<file path="config.mk">
export PLATFORM = sky130hd
export DESIGN_NAME = halt_dump_ctrl
export DESIGN_NICKNAME = d
export VERILOG_FILES = /design/src/rtl/cpu_dbg_pkg.sv /design/src/rtl/dbg_cycle_counter.sv /design/src/rtl/halt_dump_ctrl.sv
export SDC_FILE = /design/constraint.sdc
export NUM_CORES = 1
export LEC_CHECK = 0
export ABC_AREA = 1
export BUFFER_PORTS_ARGS = -buffer_cell sky130_fd_sc_hd__buf_2
export CAP_MARGIN = 40
export CORE_UTILIZATION = 45
export CTS_BUF_LIST = sky130_fd_sc_hd__clkbuf_8
export DETAILED_ROUTE_END_ITERATION = 8
export GPL_TIMING_DRIVEN = 0
export PLACE_DENSITY = 0.71
export SLEW_MARGIN = 15
export SYNTH_ARGS = -nofsm -noshare
export SYNTH_HDL_FRONTEND = slang
export SYNTH_SLANG_ARGS = --single-unit
</file>
<file path="constraint.sdc">
create_clock -name CLK -period 9.35 [get_ports CLK]
set_input_delay 1.87 -clock CLK [delete_from_list [all_inputs] [get_ports CLK]]
set_output_delay 1.87 -clock CLK [all_outputs]
set_load 0.03 [all_outputs]
</file>
<file path="src/rtl/cpu_dbg_pkg.sv">
// Shared definitions for the halt-and-dump debug controller.
package cpu_dbg_pkg;

  typedef enum logic [2:0] {
    ST_RUN,
    ST_DRAIN,
    ST_READ,
    ST_CAPTURE,
    ST_SEND,
    ST_TRAILER,
    ST_FINISH
  } dbg_state_e;

  // The default halt sentinel is an all-ones word of whatever data width is chosen.
  localparam logic DEF_HALT_FILL    = 1'b1;
  localparam int   DEF_DRAIN_CYCLES = 3;
  localparam int   DRAIN_CNT_W      = 8;

endpackage

</file>
<file path="src/rtl/dbg_cycle_counter.sv">
// Saturating up-counter with synchronous clear, enable and freeze.
module dbg_cycle_counter #(
  parameter int W = 32
) (
  input  logic         clk_i,
  input  logic         rst_i,
  input  logic         clr_i,
  input  logic         en_i,
  input  logic         frz_i,
  output logic [W-1:0] cnt_o
);

  logic [W-1:0] cnt_q, cnt_d;

  // Next count: clear wins, then count up unless frozen or already at max.
  always_comb begin
    cnt_d = cnt_q;
    if (clr_i)
      cnt_d = '0;
    else if (en_i && !frz_i && (cnt_q != '1))
      cnt_d = cnt_q + 1'b1;
  end

  // Count register.
  always_ff @(posedge clk_i or posedge rst_i) begin
    if (rst_i) cnt_q <= '0;
    else       cnt_q <= cnt_d;
  end

  assign cnt_o = cnt_q;

endmodule

</file>
<file path="src/rtl/halt_dump_ctrl.sv">
// Watches the fetch stream for a halt sentinel, drains the pipeline, freezes
// the CPU and streams the data memory out followed by a cycle-count trailer.
module halt_dump_ctrl
  import cpu_dbg_pkg::*;
#(
  parameter int                DATA_W       = 32,
  parameter int                ADDR_W       = 9,
  parameter int                DEPTH        = 512,
  parameter logic [DATA_W-1:0] HALT_WORD    = {DATA_W{DEF_HALT_FILL}},
  parameter int                DRAIN_CYCLES = DEF_DRAIN_CYCLES,
  parameter int                CNT_W        = 32
) (
  input  logic              CLK,
  input  logic              RESET,
  input  logic [DATA_W-1:0] RD,
  input  logic              RD_VALID,
  output logic              MEM_RE,
  output logic [ADDR_W-1:0] MEM_ADDR,
  input  logic [DATA_W-1:0] MEM_DATA,
  output logic              CPU_FREEZE,
  output logic              DUMP_VALID,
  input  logic              DUMP_READY,
  output logic [DATA_W-1:0] DUMP_DATA,
  output logic [ADDR_W-1:0] DUMP_ADDR,
  output logic              DUMP_LAST,
  output logic              DUMP_TRAILER,
  output logic [CNT_W-1:0]  CYCLE_COUNT,
  output logic              HALTED,
  output logic              DONE
);

  localparam logic [ADDR_W-1:0]      LAST_PTR   = ADDR_W'(DEPTH - 1);
  localparam logic [DRAIN_CNT_W-1:0] DRAIN_LAST = DRAIN_CNT_W'(DRAIN_CYCLES - 1);

  dbg_state_e              state_q;
  logic [ADDR_W-1:0]       ptr_q;
  logic                    halted_q, done_q, freeze_q, mem_re_q;
  logic [ADDR_W-1:0]       mem_addr_q, dump_addr_q;
  logic                    dump_valid_q, dump_last_q, dump_trailer_q;
  logic [DATA_W-1:0]       dump_data_q;
  logic [CNT_W-1:0]        cyc_cnt;
  logic [DRAIN_CNT_W-1:0]  drain_cnt;
  logic                    hit;

  assign hit = RD_VALID && (RD == HALT_WORD);

  // Run-length counter: counts every RUN cycle including the detection cycle.
  dbg_cycle_counter #(.W(CNT_W)) u_cyc_cnt (
    .clk_i (CLK),
    .rst_i (RESET),
    .clr_i (1'b0),
    .en_i  (state_q == ST_RUN),
    .frz_i (halted_q),
    .cnt_o (cyc_cnt)
  );

  // Drain timer: zero on DRAIN entry, advances once per DRAIN cycle.
  dbg_cycle_counter #(.W(DRAIN_CNT_W)) u_drain_cnt (
    .clk_i (CLK),
    .rst_i (RESET),
    .clr_i (state_q != ST_DRAIN),
    .en_i  (state_q == ST_DRAIN),
    .frz_i (1'b0),
    .cnt_o (drain_cnt)
  );

  // Control FSM; every output is registered alongside the state.
  always_ff @(posedge CLK or posedge RESET) begin
    if (RESET) begin
      state_q        <= ST_RUN;
      ptr_q          <= '0;
      halted_q       <= 1'b0;
      done_q         <= 1'b0;
      freeze_q       <= 1'b0;
      mem_re_q       <= 1'b0;
      mem_addr_q     <= '0;
      dump_valid_q   <= 1'b0;
      dump_last_q    <= 1'b0;
      dump_trailer_q <= 1'b0;
      dump_data_q    <= '0;
      dump_addr_q    <= '0;
    end else begin
      case (state_q)
        ST_RUN: begin
          if (hit) begin
            halted_q <= 1'b1;
            if (DRAIN_CYCLES == 0) begin
              state_q    <= ST_READ;
              ptr_q      <= '0;
              mem_re_q   <= 1'b1;
              mem_addr_q <= '0;
              freeze_q   <= 1'b1;
            end else begin
              state_q <= ST_DRAIN;
            end
          end
        end
        ST_DRAIN: begin
          if (drain_cnt == DRAIN_LAST) begin
            state_q    <= ST_READ;
            ptr_q      <= '0;
            mem_re_q   <= 1'b1;
            mem_addr_q <= '0;
            freeze_q   <= 1'b1;
          end
        end
        ST_READ: begin
          mem_re_q <= 1'b0;
          state_q  <= ST_CAPTURE;
        end
        ST_CAPTURE: begin
          dump_data_q  <= MEM_DATA;
          dump_addr_q  <= ptr_q;
          dump_valid_q <= 1'b1;
          state_q      <= ST_SEND;
        end
        ST_SEND: begin
          if (DUMP_READY) begin
            if (ptr_q == LAST_PTR) begin
              // Valid stays high: the trailer beat follows back-to-back.
              dump_trailer_q <= 1'b1;
              dump_last_q    <= 1'b1;
              dump_addr_q    <= '0;
              dump_data_q    <= DATA_W'(cyc_cnt);
              state_q        <= ST_TRAILER;
            end else begin
              dump_valid_q <= 1'b0;
              ptr_q        <= ptr_q + 1'b1;
              mem_re_q     <= 1'b1;
              mem_addr_q   <= ptr_q + 1'b1;
              state_q      <= ST_READ;
            end
          end
        end
        ST_TRAILER: begin
          if (DUMP_READY) begin
            dump_valid_q   <= 1'b0;
            dump_trailer_q <= 1'b0;
            dump_last_q    <= 1'b0;
            done_q         <= 1'b1;
            state_q        <= ST_FINISH;
          end
        end
        ST_FINISH: state_q <= ST_FINISH;
        default:   state_q <= ST_RUN;
      endcase
    end
  end

  assign MEM_RE       = mem_re_q;
  assign MEM_ADDR     = mem_addr_q;
  assign CPU_FREEZE   = freeze_q;
  assign DUMP_VALID   = dump_valid_q;
  assign DUMP_DATA    = dump_data_q;
  assign DUMP_ADDR    = dump_addr_q;
  assign DUMP_LAST    = dump_last_q;
  assign DUMP_TRAILER = dump_trailer_q;
  assign CYCLE_COUNT  = cyc_cnt;
  assign HALTED       = halted_q;
  assign DONE         = done_q;

endmodule

</file>
==> run_results.csv <==
group,metric,value,unit
outcome,status,"completed",
detailed_routing,drc_errors,0,
floorplan,die_x,113.1,um
placement,dp_hpwl,11.17,mm
critical_path,arrival,1.18,ns
synthesis,ys_types,39,
synthesis,synth.top_cell.area_share,44.61,%
floorplan,fp.dieH,113.1,um
synthesis,async_flop_share,100.0,%
synthesis,yosysWarnings,0,
detailed_routing,ant_nets,0,
sta,setup_viol,0,
finish,fin_util,56.02,%
sta,max-slew-margin-rel,62.51,%
clocking,hold_buffers,0,
floorplan,die_area,12790,um^2
global_routing,use_met3,5.624,%
synthesis,mappedNetlistNets,816,
synthesis,yosysTopAreaCell,"dfrtp_1",
critical_path,crit_path_max_incr_delay,0.52,ns
sta,hold_viol,0,
placement,io_buffers,156,
placement,dp_cells,1047,
placement,place_congestion,0.9248,
hold_path,hold_class,"reg2reg",
synthesis,synth_common_cells,"nand2_1 (277), dfrtp_1 (99), nor2_1 (92)",
finish,area_growth,21.18,%
critical_path,crit_family,"flip-flops",
clocking,cts_buffer_depth,2,
global_routing,grtUsageTotal,24.08,%
global_routing,grt-busiest-layer,"met2",
clocking,htreeDepth,3,
placement,pre_cts_ws,6.373,ns
detailed_routing,dr.first_iter.drc_count,329,
sta,finClkSkew,0.01442,ns
clocking,cts_buffers,9,
global_routing,met2_usage,38.77,%
synthesis,synthFlopType,"dfrtp_1",
global_routing,antenna_found_initial,0,
sta,fin_tns_setup,0,ns
finish,final_cells,1062,
detailed_routing,wirelength,14.50,mm
global_routing,grt_max_degree,58,
power_and_ir_drop,total_leakage_power,3.532,nW
hold_path,min_from,"DONE$_DFFE_PP0P_",
critical_path,crit_path_start,"u_cyc_cnt.cnt_o[16]$_DFFE_PP0P_",
sta,fin_ws,6.304,ns
finish,antenna_cells,0,
clocking,cts.repair.resized,0,
critical_path,slowest_stage,"dfrtp_1",
synthesis,synth.area.top_cells,"dfrtp_1 (45%), nand2_1 (19%), nor2_1 (6.2%)",
critical_path,path_max_fanout,7,
sta,fin_crit_sh,32.58,%
floorplan,row_count,40,
sta,grt_setup_unrepaired,"no",
synthesis,avgSynthCellArea,7.474,um^2
synthesis,synth-edff-count,0,
critical_path,worstSetupPathType,"reg2out",
clocking,cts.sinks,99,
floorplan,core_area,12010,um^2
power_and_ir_drop,p_per_area,106.6,nW/um^2
job,maxCapViolCount,0,
floorplan,initial_core_util,46.23,%
sta,finalMaxSlewViolations,0,
clocking,clk-insertion-delay-late,0.39,ns
synthesis,seq_area_frac_synth,44.61,%
global_routing,grt_pass1_vias,4924,
detailed_routing,wl_per_cell,13.65,um
clocking,post_cts_buffers,0,
finish,final_layout_size_suffix_gt1_share,24.04,%
critical_path,r2r-start,"MEM_ADDR[1]$_DFFE_PP0P_",
critical_path,r2r_slack,7.07,ns
synthesis,synthCells,743,
critical_path,critPathLaunchType,"flop",
detailed_routing,vias,5355,
synthesis,synth-seq-cells,99,
critical_path,worstPathRequired,7.48,ns
sta,tightest_slew,0.5581,ns
global_routing,grt_pass1_wl,24.17,mm
floorplan,boundaryPins,157,
sta,layout_min_cycle_time,3.046,ns
synthesis,synthesis.area,5553,um^2
synthesis,synth_most_common_cell,"nand2_1",
detailed_routing,first_pass_iters,5,
clocking,path_clk_slew,0.09,ns
critical_path,path_cells,"buf_2",
finish,final_nets,984,
detailed_routing,viasPerCell,5.042,
power_and_ir_drop,ir_worst_vdd,106.8,uV
critical_path,crit_buf_inv,1,
critical_path,endpoint_kind,"primary output",
global_routing,grt_use_met1,33.29,%
global_routing,overflow,0,
sta,fmax,328.3,MHz
clocking,clockRootBuffer,"clkbuf_8",
clocking,cts_tree,"built",
area by class of cell:
class | instances | area (um^2)
Tap cell | 147 | 183.9
Inverter | 60 | 236.5
Buffer | 26 | 190.2
Multi-Input combinational cell | 558 | 2654
Sequential cell | 99 | 2477
Timing Repair Buffer | 157 | 808.3
Fill cell | 1198 | 5283
Clock inverter | 4 | 27.53
Clock buffer | 11 | 151.4
cells by family (layout without fill, tap and decap cells):
family          count (synthesis)  in the layout  share of synthesized area, %
simple gates                  452            452                         34.63
flops                          99             99                         44.61
buf+inv                        86            258                         7.593
compound gates                 82             82                         9.036
xor+xnor                       19             19                         2.997
fa+ha+maj                       5              5                         1.127
cell usage in the layout (no fill, tap or decap), drive strengths merged:
cell / count
a21boi: 1
a21oi: 11
a31oi: 33
buf: 174
clkbuf: 20
clkinv: 3
clkinvlp: 2
dfrtp: 99
ha: 5
inv: 59
nand2: 285
nand3: 33
nand3b: 10
nand4: 12
nor2: 97
nor3: 13
nor4: 1
o21a: 1
o21ai: 33
o21bai: 2
o31ai: 1
or2: 1
xnor2: 4
xor2: 15
final timing paths:
path                                             end  cells after the start
setup / recovery                     CYCLE_COUNT[16]                      1
hold / removal                      DONE$_DFFE_PP0P_                      1
setup reg to reg           DUMP_DATA[27]$_DFFE_PP0P_                     12
hold reg to reg                     DONE$_DFFE_PP0P_                      1
max in group asynchronous    MEM_ADDR[7]$_DFFE_PP0P_                      3
min in group asynchronous   DUMP_DATA[8]$_DFFE_PP0P_                      2
per-layer routing:
metal / share of wire [%] / up-vias / routed length (um)
met5: 0 / - / 0
met4: 0.72 / 0 / 104
met3: 5.3 / 11 / 764
met2: 46 / 152 / 6698
met1: 48 / 2479 / 6931
li1: - / 2713 / -
report_power, final:
| part | internal [mW] | switching [mW] | total, mW |
|---|---|---|---|
| registers | 0.428 | 0.000258 | 0.428 |
| logic | 0.0145 | 0.0175 | 0.0320 |
| clock network | 0.109 | 0.148 | 0.257 |
through the flow:
stage                     area (um^2)  total power [mW]  hold WS, ns
after floorplan                  5553            0.4504       0.4727
after global placement           6518            0.4680       0.4532
after detailed placement         6550            0.4698       0.4528
after CTS                        6729            0.7249       0.4839
after global routing             6729            0.7462       0.5329
final                            6729            0.7175       0.4826
flip-flops by register name, summed over array words and instances, names as in the netlist:
name and flops:
CPU_FREEZE 1, MEM_ADDR 9, DUMP_VALID 1, u_cyc_cnt.cnt_o 32, HALTED 1, state_q 3
DUMP_DATA 32, MEM_RE 1, DONE 1, DUMP_TRAILER 1, DUMP_ADDR 9, u_drain_cnt.cnt_o 8
(Power assumes the default switching activity.)
